### src/rtl/sseg_address_capture_if.sv
// Seven-segment display bus plus decoded-address readback signals.
interface sseg_address_capture_if;
  logic [7:0] sseg_indicator;
  logic [3:0] digits;
  logic [8:0] address_value;
  logic       address_valid;
  logic       decode_error;
  logic       range_error;

  // Drives the display bus and observes the decode results.
  modport master (
    output sseg_indicator,
    output digits,
    input  address_value,
    input  address_valid,
    input  decode_error,
    input  range_error
  );

  // The decoder: listens to the display bus and reports addresses.
  modport slave (
    input  sseg_indicator,
    input  digits,
    output address_value,
    output address_valid,
    output decode_error,
    output range_error
  );
endinterface

### src/rtl/sseg_address_capture.sv
// Readback decoder for the multiplexed 3-digit address display: filters each
// strobe for stability, decodes segments to BCD and converts a full frame to binary.
module sseg_address_capture #(
  parameter int unsigned STABLE_CYCLES = 4
) (
  input logic                  clk,
  input logic                  reset,
  sseg_address_capture_if.slave bus
);

  typedef enum logic [1:0] {StCollect, StConv1, StConv2, StCheck} state_e;

  localparam logic [3:0] RunTarget = 4'(STABLE_CYCLES - 1);

  logic [10:0]      cur;
  logic [10:0]      prev_q;
  logic [3:0]       run_q, run_d;
  logic             captured_q;
  logic             same;
  logic             qualify;
  logic             seg_ok;
  logic [3:0]       seg_bcd;
  logic             slot_en;
  logic [1:0]       slot_idx;
  logic [2:0]       full_q, full_d;
  logic [2:0][3:0]  bcd_q, bcd_d;
  logic             frame_take;
  state_e           state_q;
  logic [3:0]       h_q, t_q, o_q;
  logic [6:0]       acc7_q;
  logic [9:0]       acc10_q;
  logic [8:0]       address_value_q;
  logic             address_valid_q;
  logic             decode_error_q;
  logic             range_error_q;
  logic             unused_dp;

  // The decimal point never carries address information.
  assign unused_dp = bus.sseg_indicator[7];

  assign cur  = {bus.digits, bus.sseg_indicator[6:0]};
  assign same = (cur == prev_q);

  // Run length of the current bus value, saturating at 15.
  always_comb begin
    run_d = 4'd0;
    if (same) begin
      run_d = (run_q == 4'd15) ? 4'd15 : run_q + 4'd1;
    end
  end

  // RunTarget is at least 1, so reaching it implies the value held steady.
  assign qualify = (run_d == RunTarget) && !captured_q;

  // Track previous bus value, run length and whether this episode was taken.
  always_ff @(posedge clk) begin
    if (reset) begin
      prev_q     <= '0;
      run_q      <= '0;
      captured_q <= 1'b0;
    end else begin
      prev_q <= cur;
      run_q  <= run_d;
      if (!same) begin
        captured_q <= 1'b0;
      end else if (qualify) begin
        captured_q <= 1'b1;
      end
    end
  end

  // Segment pattern (a..g, a in MSB) to BCD digit.
  always_comb begin
    seg_ok  = 1'b1;
    seg_bcd = 4'd0;
    case (bus.sseg_indicator[6:0])
      7'b1111110: seg_bcd = 4'd0;
      7'b0110000: seg_bcd = 4'd1;
      7'b1101101: seg_bcd = 4'd2;
      7'b1111001: seg_bcd = 4'd3;
      7'b0110011: seg_bcd = 4'd4;
      7'b1011011: seg_bcd = 4'd5;
      7'b1011111: seg_bcd = 4'd6;
      7'b1110000: seg_bcd = 4'd7;
      7'b1111111: seg_bcd = 4'd8;
      7'b1111011: seg_bcd = 4'd9;
      default:    seg_ok  = 1'b0;
    endcase
  end

  // Map the tube strobe to a slot; unused tube and malformed strobes are ignored.
  always_comb begin
    slot_en  = 1'b1;
    slot_idx = 2'd0;
    case (bus.digits)
      4'b0001: slot_idx = 2'd0;
      4'b0010: slot_idx = 2'd1;
      4'b0100: slot_idx = 2'd2;
      default: slot_en  = 1'b0;
    endcase
  end

  assign frame_take = (state_q == StCollect) && (&full_q);

  // Slot next state: a frame hand-off clears the slots, but a capture on the
  // same edge still lands so no digit is lost.
  always_comb begin
    full_d = full_q;
    bcd_d  = bcd_q;
    if (frame_take) begin
      full_d = '0;
    end
    if (qualify && slot_en) begin
      full_d[slot_idx] = seg_ok;
      if (seg_ok) begin
        bcd_d[slot_idx] = seg_bcd;
      end
    end
  end

  // Slots, conversion FSM and registered result pulses.
  always_ff @(posedge clk) begin
    if (reset) begin
      full_q          <= '0;
      bcd_q           <= '0;
      state_q         <= StCollect;
      h_q             <= '0;
      t_q             <= '0;
      o_q             <= '0;
      acc7_q          <= '0;
      acc10_q         <= '0;
      address_value_q <= '0;
      address_valid_q <= 1'b0;
      decode_error_q  <= 1'b0;
      range_error_q   <= 1'b0;
    end else begin
      full_q          <= full_d;
      bcd_q           <= bcd_d;
      address_valid_q <= 1'b0;
      range_error_q   <= 1'b0;
      decode_error_q  <= qualify && slot_en && !seg_ok;
      case (state_q)
        StCollect: begin
          if (&full_q) begin
            h_q     <= bcd_q[2];
            t_q     <= bcd_q[1];
            o_q     <= bcd_q[0];
            state_q <= StConv1;
          end
        end
        StConv1: begin
          acc7_q  <= ({3'b000, h_q} << 3) + ({3'b000, h_q} << 1) + {3'b000, t_q};
          state_q <= StConv2;
        end
        StConv2: begin
          acc10_q <= ({3'b000, acc7_q} << 3) + ({3'b000, acc7_q} << 1) + {6'b000000, o_q};
          state_q <= StCheck;
        end
        StCheck: begin
          if (acc10_q <= 10'd511) begin
            address_value_q <= acc10_q[8:0];
            address_valid_q <= 1'b1;
          end else begin
            range_error_q <= 1'b1;
          end
          state_q <= StCollect;
        end
        default: state_q <= StCollect;
      endcase
    end
  end

  assign bus.address_value = address_value_q;
  assign bus.address_valid = address_valid_q;
  assign bus.decode_error  = decode_error_q;
  assign bus.range_error   = range_error_q;

endmodule

### src/flat_wrapper.sv
// flat-port wrapper written by rule: the top's interface ports become plain ports
module sseg_address_capture_flat 
#(
  parameter int unsigned STABLE_CYCLES = 4
)
  (clk, reset, bus_sseg_indicator, bus_digits, bus_address_value, bus_address_valid, bus_decode_error, bus_range_error);
  sseg_address_capture_if bus_i ();
  input logic clk;
  input logic reset;
  input wire logic [$bits(bus_i.sseg_indicator)-1:0] bus_sseg_indicator;
  input wire logic [$bits(bus_i.digits)-1:0] bus_digits;
  output wire logic [$bits(bus_i.address_value)-1:0] bus_address_value;
  output wire logic [$bits(bus_i.address_valid)-1:0] bus_address_valid;
  output wire logic [$bits(bus_i.decode_error)-1:0] bus_decode_error;
  output wire logic [$bits(bus_i.range_error)-1:0] bus_range_error;
  assign bus_i.sseg_indicator = bus_sseg_indicator;
  assign bus_i.digits = bus_digits;
  assign bus_address_value = bus_i.address_value;
  assign bus_address_valid = bus_i.address_valid;
  assign bus_decode_error = bus_i.decode_error;
  assign bus_range_error = bus_i.range_error;
  sseg_address_capture #(.STABLE_CYCLES(STABLE_CYCLES)) u_core (.clk(clk), .reset(reset), .bus(bus_i));
endmodule
### config.mk
export PLATFORM = sky130hd
export DESIGN_NAME = sseg_address_capture_flat
export DESIGN_NICKNAME = d
export VERILOG_FILES = /design/src/rtl/sseg_address_capture_if.sv /design/src/rtl/sseg_address_capture.sv /design/src/flat_wrapper.sv
export SDC_FILE = /design/constraint.sdc
export NUM_CORES = 1
export LEC_CHECK = 0
export ABC_AREA = 1
export CORE_MARGIN = 4
export CORE_UTILIZATION = 53
export DETAILED_ROUTE_END_ITERATION = 8
export HOLD_SLACK_MARGIN = 0.1
export PLACE_DENSITY = 0.76
export SETUP_SLACK_MARGIN = 0.05
export SYNTH_ARGS = -nofsm -noshare
export SYNTH_HDL_FRONTEND = slang
export SYNTH_SLANG_ARGS = --single-unit
### constraint.sdc
create_clock -name clk -period 2.3 [get_ports clk]
set_clock_uncertainty 0.2 [all_clocks]
set_input_delay 0.345 -clock clk [delete_from_list [all_inputs] [get_ports clk]]
set_output_delay 0.345 -clock clk [all_outputs]
set_load 0.005 [all_outputs]
* Yosys cells after proc, flatten, opt, wreduce, memory -nomap -nowiden
Cells that the tools add are included.
** Storage, ports and cells
- Register bits :: 74
- Bits of input ports :: 14
- Output and inout bits :: 12
- Logic and storage cells :: 81
** Cells by class
- $add $sub $neg :: 5
- Magnitude comparators :: 3
- Eq/ne operators :: 20
- Muxes and demuxes :: 18
- Bitwise logic cells :: 2
- Reductions and logical operators :: 16
** Operators with widths (number)
- 7-bit equality test, second input constant :: 8
- 4-bit one-hot mux with 9 select lines :: 1
- 7-bit by 6-bit equality test with 1-bit output, second input constant :: 2
- 12-bit bitwise mux :: 1
- 4-bit two-way mux :: 3
- 11-bit equality test :: 1
- 10-bit by 4-bit adder with 10-bit output :: 1
- 10-bit by 8-bit adder with 10-bit output :: 1
- 10-bit by 9-bit less-or-equal comparator with 1-bit output, second input constant :: 1
- 10-bit OR reduction :: 1
- 4-bit demux with 2-bit select :: 1
- 4-bit by 2-bit equality test with 1-bit output, second input constant :: 2
- 2-bit one-hot mux with 4 select lines :: 1
- 7-bit by 4-bit adder with 7-bit output :: 1
- 7-bit by 5-bit adder with 7-bit output :: 1
- 3-bit two-way mux :: 2
- 1-bit logical AND :: 5
- 1-bit two-way mux :: 5
- 4-bit by 1-bit adder with 4-bit output, second input constant :: 1
- 2-bit equality test, second input constant :: 2
- 4-bit by 1-bit equality test with 1-bit output, second input constant :: 1
- 4-bit by 3-bit equality test with 1-bit output, second input constant :: 1
- 4-bit equality test, second input constant :: 1
- 2-bit one-hot mux with 2 select lines :: 1
- 15 further kinds :: 19

* Longest topological paths before layout
Gate-level depths: netlist of the first run.
- Word-level depth :: 8
- Mapped depth :: 12
- Mapped depth without buffers :: 12

* Worst setup path before layout of the first run
OpenSTA, ideal clock, no wires.
- Path type :: reg-to-reg
- From :: register u_core.acc7_q[0]
- To :: register u_core.acc10_q[8]
- Setup time :: 115 ps
- Data arrival time :: 2071 ps
- Data required time :: 1985 ps
- Path slack :: -86 ps
- Stages on the path, launching flop included :: 10
- Path buffers :: 0
- Clock period less this slack :: 2386 ps
- Path through :: dfxtp_1 -> inv_1 -> fa_1 -> fa_1 -> o21ai_0 -> a21oi_1 -> o21bai_1 -> nor2_1 -> o21ai_0 -> inv_1
** On the way
- Cells in the longest elaborated chain, start to end :: 2
** Ends and longest elaborated chain
- start, declared :: line sseg_address_capture.sv:30 : logic [6:0] acc7_q;
- start signal, assigned :: line sseg_address_capture.sv:152 : acc7_q <= ({3'b000, h_q} << 3) + ({3'b000, h_q} << 1) + {3'b000, t_q};
- 10-bit by 8-bit adder with 10-bit output :: line sseg_address_capture.sv:156 : acc10_q <= ({3'b000, acc7_q} << 3) + ({3'b000, acc7_q} << 1) + {6'b000000, o_q};
- 10-bit by 4-bit adder with 10-bit output :: line sseg_address_capture.sv:156
- end signal, assigned :: line sseg_address_capture.sv:156
- end, declared :: line sseg_address_capture.sv:31 : logic [9:0] acc10_q;
No other way between the ends.
A chain may end at the register's enable or synchronous reset.

* Worst setup path after layout of the first run
- From :: register u_core.acc7_q[2]
- To :: register u_core.acc10_q[7]
Same word-level chain as after synthesis.

==> results.md, run 1 <==
* Outcome: finished, final reports clean
* Largest family of logic cells by synthesized area: simple AND/OR/NAND/NOR gates
* Period utilization at 98.29%
* Final Util at 66.89%
* CP cell instances: inv_2 > fa_2 > inv_2 > ha_4 > a21oi_2 > nand2_2 > a21oi_2 > xor2_1 > nand2_1 > o211ai_1 > inv_1
* IR Drop Worst-Case VDD at 0.2743 mV
* # IOs at 26
* Initial Utilization at 55.26%
* Final Slew Violations at 0
* Initial antenna violation count at 0
* H-tree levels at 3
* Core ar. at 6869 um2
* Final hold vios at 0
* Vias at 3180
* Antenna diodes at 0
* Dpl ws at -0.08317 ns
* Max_cap viols at 0
* Die Wd at 92.63 um
* Post-route DRC at 0
* Worst hold path class: reg2reg
* Clock Tree Buf Depth at 2
* DRT Pass-1 Iters at 4
* Die ar. at 8580 um2
* Clock sink count at 74
* Post-Route WL at 7.643 mm
* Cell area after synthesis at 3796 um2
* Port bufs at 24
* Worst Setup SP: u_core.acc7_q[2]
* Most common cell after layout, fill and taps aside: nor2_1
* Period minus WS final at 2.261 ns
* GRT Util Overall at 18.78%
* Clock transition at path regs at 0.08 ns
* Post-synth cell types at 39
* CP Data Arrival Time at 2.29 ns
* Startpoint class of the critical path: flip-flop
* Relative slew slack at 75.46%
* Total gr overflow at 0
* Crit end category: flip-flop
* Layout area overhead at 21.03%
* Cell depth of the worst setup path at 11
* Pwr dens at 582.3 nW/um2
* Final setup viols at 0
* Placer Congestion at 0.7652
* Peak Freq at 442.3 MHz
* HPWL after DPL at 5.460 mm
* Initial DRC Count at 82
* Syn avg cell area at 7.577 um2
* R2R Path End: u_core.acc10_q[7]
* Synth Area in Compound Gates at 12.10%
* Leak Pwr at 0.002252 uW
* Mux contribution to synthesized area at 0%
* Hold Crit Depth at 2
* Chip height at 92.63 um
* Syn_nets at 544
* Cts bufs inserted at 9
* Worst-path fanout max at 3
* Critical path class: reg2reg
* Vias in the first global route at 3050
* Most frequent cells in the layout: nor2_1 (90), nand2_1 (73), dfxtp_1 (68)
* Clock root buffer: clkbuf_8
* Final WS setup at 0.03931 ns
* Slowest stage delay, CP at 0.60 ns
* DR vias/cell at 4.930
* CP top delay family: adder cells
* #FFs+latches synth at 74
* Synth Warn # at 0
* Power consumption at 2676 uW
* Clk_lat worst skew at 0.34 ns
* Seq/Total Area, Yosys at 39.02%
* Hold Buf Count CTS at 0
* CP endpoint: u_core.acc10_q[7]
* Synth Area in XOR/XNOR at 3.230%
* Worst EP required at 2.33 ns
* Share of cells above drive strength 1 at 16.39%
* Reg-to-Reg Start: u_core.acc7_q[2]
* Worst path slowest cell: fa_2
* CTS tree: yes
* Worst Path Buf+Inv at 3
* First-pass GRT wire length at 13.08 mm
* Slew @ Worst Pin at 0.3681 ns
* Simple-gate share of the synthesized area at 26.30%
* Routed wire per std cell at 11.85 um
* R2r worst-path depth at 11
* Synth Instances at 501
* R2R setup slack at 0.04 ns
* ANT nets after route at 0
* Synth Area in Adders at 10.35%
* Nets at 587
* Std-Cell Rows at 30
* RSZ-0062 raised after global routing: yes
* Largest net degree at the start of global routing at 41
-- synthesized netlist by cell type (all sizes together) --
cell type,count,area share (%)
or2,2,0.33
o211ai,1,0.20
clkinv,1,0.13
o2111ai,1,0.23
nor2b,1,0.16
a31oi,1,0.16
dfxtp,74,39
nand4,7,2.3
ha,25,8.2
o21a,1,0.20
o21ai,41,5.6
nand3,22,3.8
a21oi,37,4.9
inv,75,7.4
fa,4,2.1
o221ai,1,0.23
a211oi,1,0.20
o21bai,1,0.20
nor2,96,11
xnor2,10,2.3
xor2,4,0.92
a21o,1,0.20
nand2,77,7.9
nor3,5,1.3
clkbuf,12,1.5
-- routing by layer --
layer,GRT usage [%],part of all wire (%),vias up
li1,-,-,1681
met1,23.36,46,1444
met2,32.39,49,49
met3,4.143,4.0,6
met4,5.861,1.1,0
met5,0,0,-
-- worst register-to-register path: cells and delay by family, from the launching register on --
kind	cells	cell delay (ns)
buf+inv	3	0.16
simple gates	2	0.17
xor+xnor	1	0.17
flops	1	0.33
compound gates	3	0.38
fa+ha+maj	2	0.75
-- registers in the layout (all words and copies together) (netlist names), 2 cells and up --
signal and count:
u_core.prev_q 11, u_core.bus.address_value 9, u_core.t_q 4, u_core.acc10_q 10, u_core.h_q 4, u_core.acc7_q 7, u_core.state_q 2, u_core.bcd_q 12
u_core.run_q 4, u_core.full_q 3, u_core.o_q 4
-- where the power goes --
part           internal, uW  switching (uW)  total (uW)  leakage [uW]
Combinational          54.2            83.2         137       0.00152
Sequential             1290            4.91        1300      0.000602
Clock                   776             466        1240      0.000129
-- cell families (layout without fill, tap and decap cells) --
group,Yosys count,after routing
AND/OR/NAND/NOR,210,210
buffers and inverters,88,136
AO/OA/AOI/OAI,86,86
flip-flops,74,74
adder cells (fa/ha/maj),29,29
XOR/XNOR,14,14
-- worst min-delay path by stage --
stage | startpoint | endpoint
2_1_floorplan | u_core.acc10_q[4] | u_core.bus.address_value[4]
3_3_place_gp | u_core.bcd_q[0] | u_core.o_q[0]
6_report | u_core.bcd_q[11] | u_core.h_q[3]
4_1_cts | u_core.bcd_q[3] | u_core.o_q[3]
5_1_grt | u_core.bcd_q[3] | u_core.o_q[3]
3_5_place_dp | u_core.bcd_q[1] | u_core.o_q[1]
-- metrics by stage --
stage	instance area (um2)	cells	TNS [ns]	hold WS [ns]
2_1_floorplan	3802	501	0	0.2297
3_3_place_gp	4228	625	-0.01771	0.2435
3_5_place_dp	4228	625	-0.6483	0.2454
4_1_cts	4487	641	0	0.2583
5_1_grt	4594	645	-0.1156	0.2683
6_report	4594	645	0	0.2602
-- repair_timing --
item | 4_1_cts | 5_1_grt
gates cloned | 0 | 0
endpoints found under the setup margin | 4 | 8
pin swaps | 7 | 14
resized for setup | 6 | 24
endpoints found under the hold margin | 0 | 0
buffers inserted | 0 | 4
-- cell type report --
class / count / area (um2)
inverters: 76 / 286.5
flip-flops and latches: 74 / 1489
multi-input cells: 339 / 2057
well taps: 96 / 120.1
clock inverters: 5 / 100.1
clock buffers: 11 / 151.4
fillers: 592 / 2275
repair buffers: 44 / 390.4
Power figures use the tool's default switching activity.
==> run 2: changes to the inputs <==
--- a/config.mk
+++ b/config.mk
@@ -7,10 +7,10 @@
 export LEC_CHECK = 0
 export ABC_AREA = 1
 export CORE_MARGIN = 4
-export CORE_UTILIZATION = 53
+export CORE_UTILIZATION = 63
 export DETAILED_ROUTE_END_ITERATION = 8
 export HOLD_SLACK_MARGIN = 0.1
-export PLACE_DENSITY = 0.76
+export PLACE_DENSITY = 0.84
 export SETUP_SLACK_MARGIN = 0.05
 export SYNTH_ARGS = -nofsm -noshare
 export SYNTH_HDL_FRONTEND = slang
==> constraint.sdc (replaced) <==
create_clock -name clk -period 2.75 [get_ports clk]
set_clock_uncertainty 0.2 [all_clocks]
set_input_delay 0.4125 -clock clk [delete_from_list [all_inputs] [get_ports clk]]
set_output_delay 0.4125 -clock clk [all_outputs]
set_load 0.005 [all_outputs]
==> run 2 against run 1 <==
Global-route usage increased by 2.0 points. Via count decreased by 1.9%. Routed wire length decreased by 8.4%. Sequential share of layout area increased by 2.3 points. Highest routed layer unchanged.
==> results.md, run 2 (synthesis results as in run 1) <==
* Outcome: finished, final reports clean
* Period minus WS final at 2.454 ns
* Worst hold path class: reg2reg
* First-pass GRT wire length at 12.48 mm
* Clock sink count at 74
* Relative slew slack at 66.24%
* H-tree levels at 3
* Worst-path fanout max at 2
* Clock root buffer: clkbuf_8
* Hold Buf Count CTS at 0
* Routed wire per std cell at 11.54 um
* Final Slew Violations at 0
* Initial antenna violation count at 0
* ANT nets after route at 0
* Vias in the first global route at 3026
* GRT Util Overall at 20.73%
* Slowest stage delay, CP at 0.53 ns
* HPWL after DPL at 5.238 mm
* Chip height at 85.63 um
* Nets at 570
* Leak Pwr at 0.002115 uW
* Final hold vios at 0
* Worst EP required at 2.78 ns
* Share of cells above drive strength 1 at 8.271%
* Layout area overhead at 12.33%
* Worst path slowest cell: fa_1
* Post-route DRC at 0
* Pwr dens at 447.6 nW/um2
* Max reg flops at 12
* Leading registers by flop count: u_core.bcd_q: 12 flops, u_core.prev_q: 11 flops, u_core.acc10_q: 10 flops
* Slew @ Worst Pin at 0.5058 ns
* Placer Congestion at 0.8020
* Post-Route WL at 7.003 mm
* Std-Cell Rows at 28
* Final instance area at 4264 um2
* Cts bufs inserted at 9
* Final WS setup at 0.2964 ns
* Total gr overflow at 0
* Reg with most FFs: u_core.bcd_q
* Initial Utilization at 64.50%
* Core ar. at 5886 um2
* Final setup viols at 0
* Port bufs at 24
* IR Drop Worst-Case VDD at 0.3147 mV
* Vias at 3118
* Non-Filler Instances at 607
* DR vias/cell at 5.137
* Die Wd at 85.63 um
* WHS at 0.2573 ns
* Max_cap viols at 0
* Most common cell after layout, fill and taps aside: nor2_1
* Die ar. at 7332 um2
* Cell total after placement at 591
* Antenna diodes at 0
* Period utilization at 89.22%
* Placed cell areas at 4098 um2
* R2R setup slack at 0.30 ns
* Largest net degree at the start of global routing at 41
* # IOs at 26
* CTS tree: yes
* Startpoint class of the critical path: flip-flop
* CP Data Arrival Time at 2.49 ns
* Initial DRC Count at 121
* RSZ-0062 raised after global routing: no
* Clock Tree Buf Depth at 2
* Most frequent cells in the layout: nor2_1 (89), nand2_1 (74), dfxtp_1 (74)
* Critical path class: reg2reg
* Clock transition at path regs at 0.07 ns
* Crit end category: flip-flop
* Clk_lat worst skew at 0.34 ns
* Setup TNS at 0 ns
* DRT Pass-1 Iters at 5
* Peak Freq at 407.6 MHz
* CP cell instances: inv_1 > fa_1 > fa_1 > o21ai_1 > a21oi_1 > o21bai_1 > nor2_1 > o21ai_0 > inv_1
* Dpl ws at 0.2166 ns
==> run 2: worst paths after layout <==
path,startpoint,cells past startpoint,endpoint
worst min register to register,u_core.bcd_q[3],2,u_core.o_q[3]
worst max register to register,u_core.acc7_q[0],9,u_core.acc10_q[8]
worst max-delay path,u_core.acc7_q[0],9,u_core.acc10_q[8]
worst min-delay path,u_core.bcd_q[3],2,u_core.o_q[3]
==> run 2: layout make-up <==
| class | instances | area [um2] |
|---|---|---|
| multi-input combinational | 339 | 1976 |
| fill | 459 | 1622 |
| sequential | 74 | 1481 |
| inverter | 76 | 286.5 |
| timing repair buffer | 27 | 262.8 |
| clock buffer | 13 | 148.9 |
| tap | 75 | 93.84 |
| clock inverter | 3 | 15.01 |
==> run 2: worst max-delay path, delay by kind of cell (launching register included) <==
family                   cells  cell delay (ns)
flip-flops                   1             0.34
buffers and inverters        2             0.12
adder cells (fa/ha/maj)      2             1.01
AND/OR/NAND/NOR              1             0.05
AO/OA/AOI/OAI                4             0.64
==> run 2: timing repair <==
item                                    in CTS  in global routing
gates resized for setup                      0                  2
endpoints found under the setup margin       0                  3
setup buffers                                0                  0
==> run 2: through the flow <==
| step | utilization (%) | total power, uW |
|---|---|---|
| detailed placement | 69.62 | 1217 |
| global placement | 69.62 | 1215 |
| global route | 72.45 | 1981 |
| finish | 72.45 | 1909 |
| CTS | 72.41 | 1927 |
| floorplan | - | 1179 |
==> run 2: report_power, final <==
group / switching [uW] / total, uW / internal (uW)
combinational: 68.5 / 110 / 41.3
clock: 366 / 715 / 349
sequential: 4.17 / 1080 / 1080
total: 439 / 1910 / 1470
==> run 2: routing by layer <==
metal  global-route usage [%]  part of all wire, %  wire, um  vias to the layer above
met2                    35.10                   47      3288                       59
met3                    3.939                  3.8       264                       23
met4                    9.784                  3.2       225                        0
met5                        0                    0         0                        -
li1                         -                    -         -                     1642
met1                    25.38                   46      3224                     1394
==> run 3: changes to the inputs <==
--- a/config.mk
+++ b/config.mk
@@ -8,6 +8,7 @@
 export ABC_AREA = 1
 export CORE_MARGIN = 4
 export CORE_UTILIZATION = 63
+export CTS_CLUSTER_SIZE = 28
 export DETAILED_ROUTE_END_ITERATION = 8
 export HOLD_SLACK_MARGIN = 0.1
 export PLACE_DENSITY = 0.84
==> results of run 3 <==
No change in the layout: final DEF, timing and power equal those of run 2.
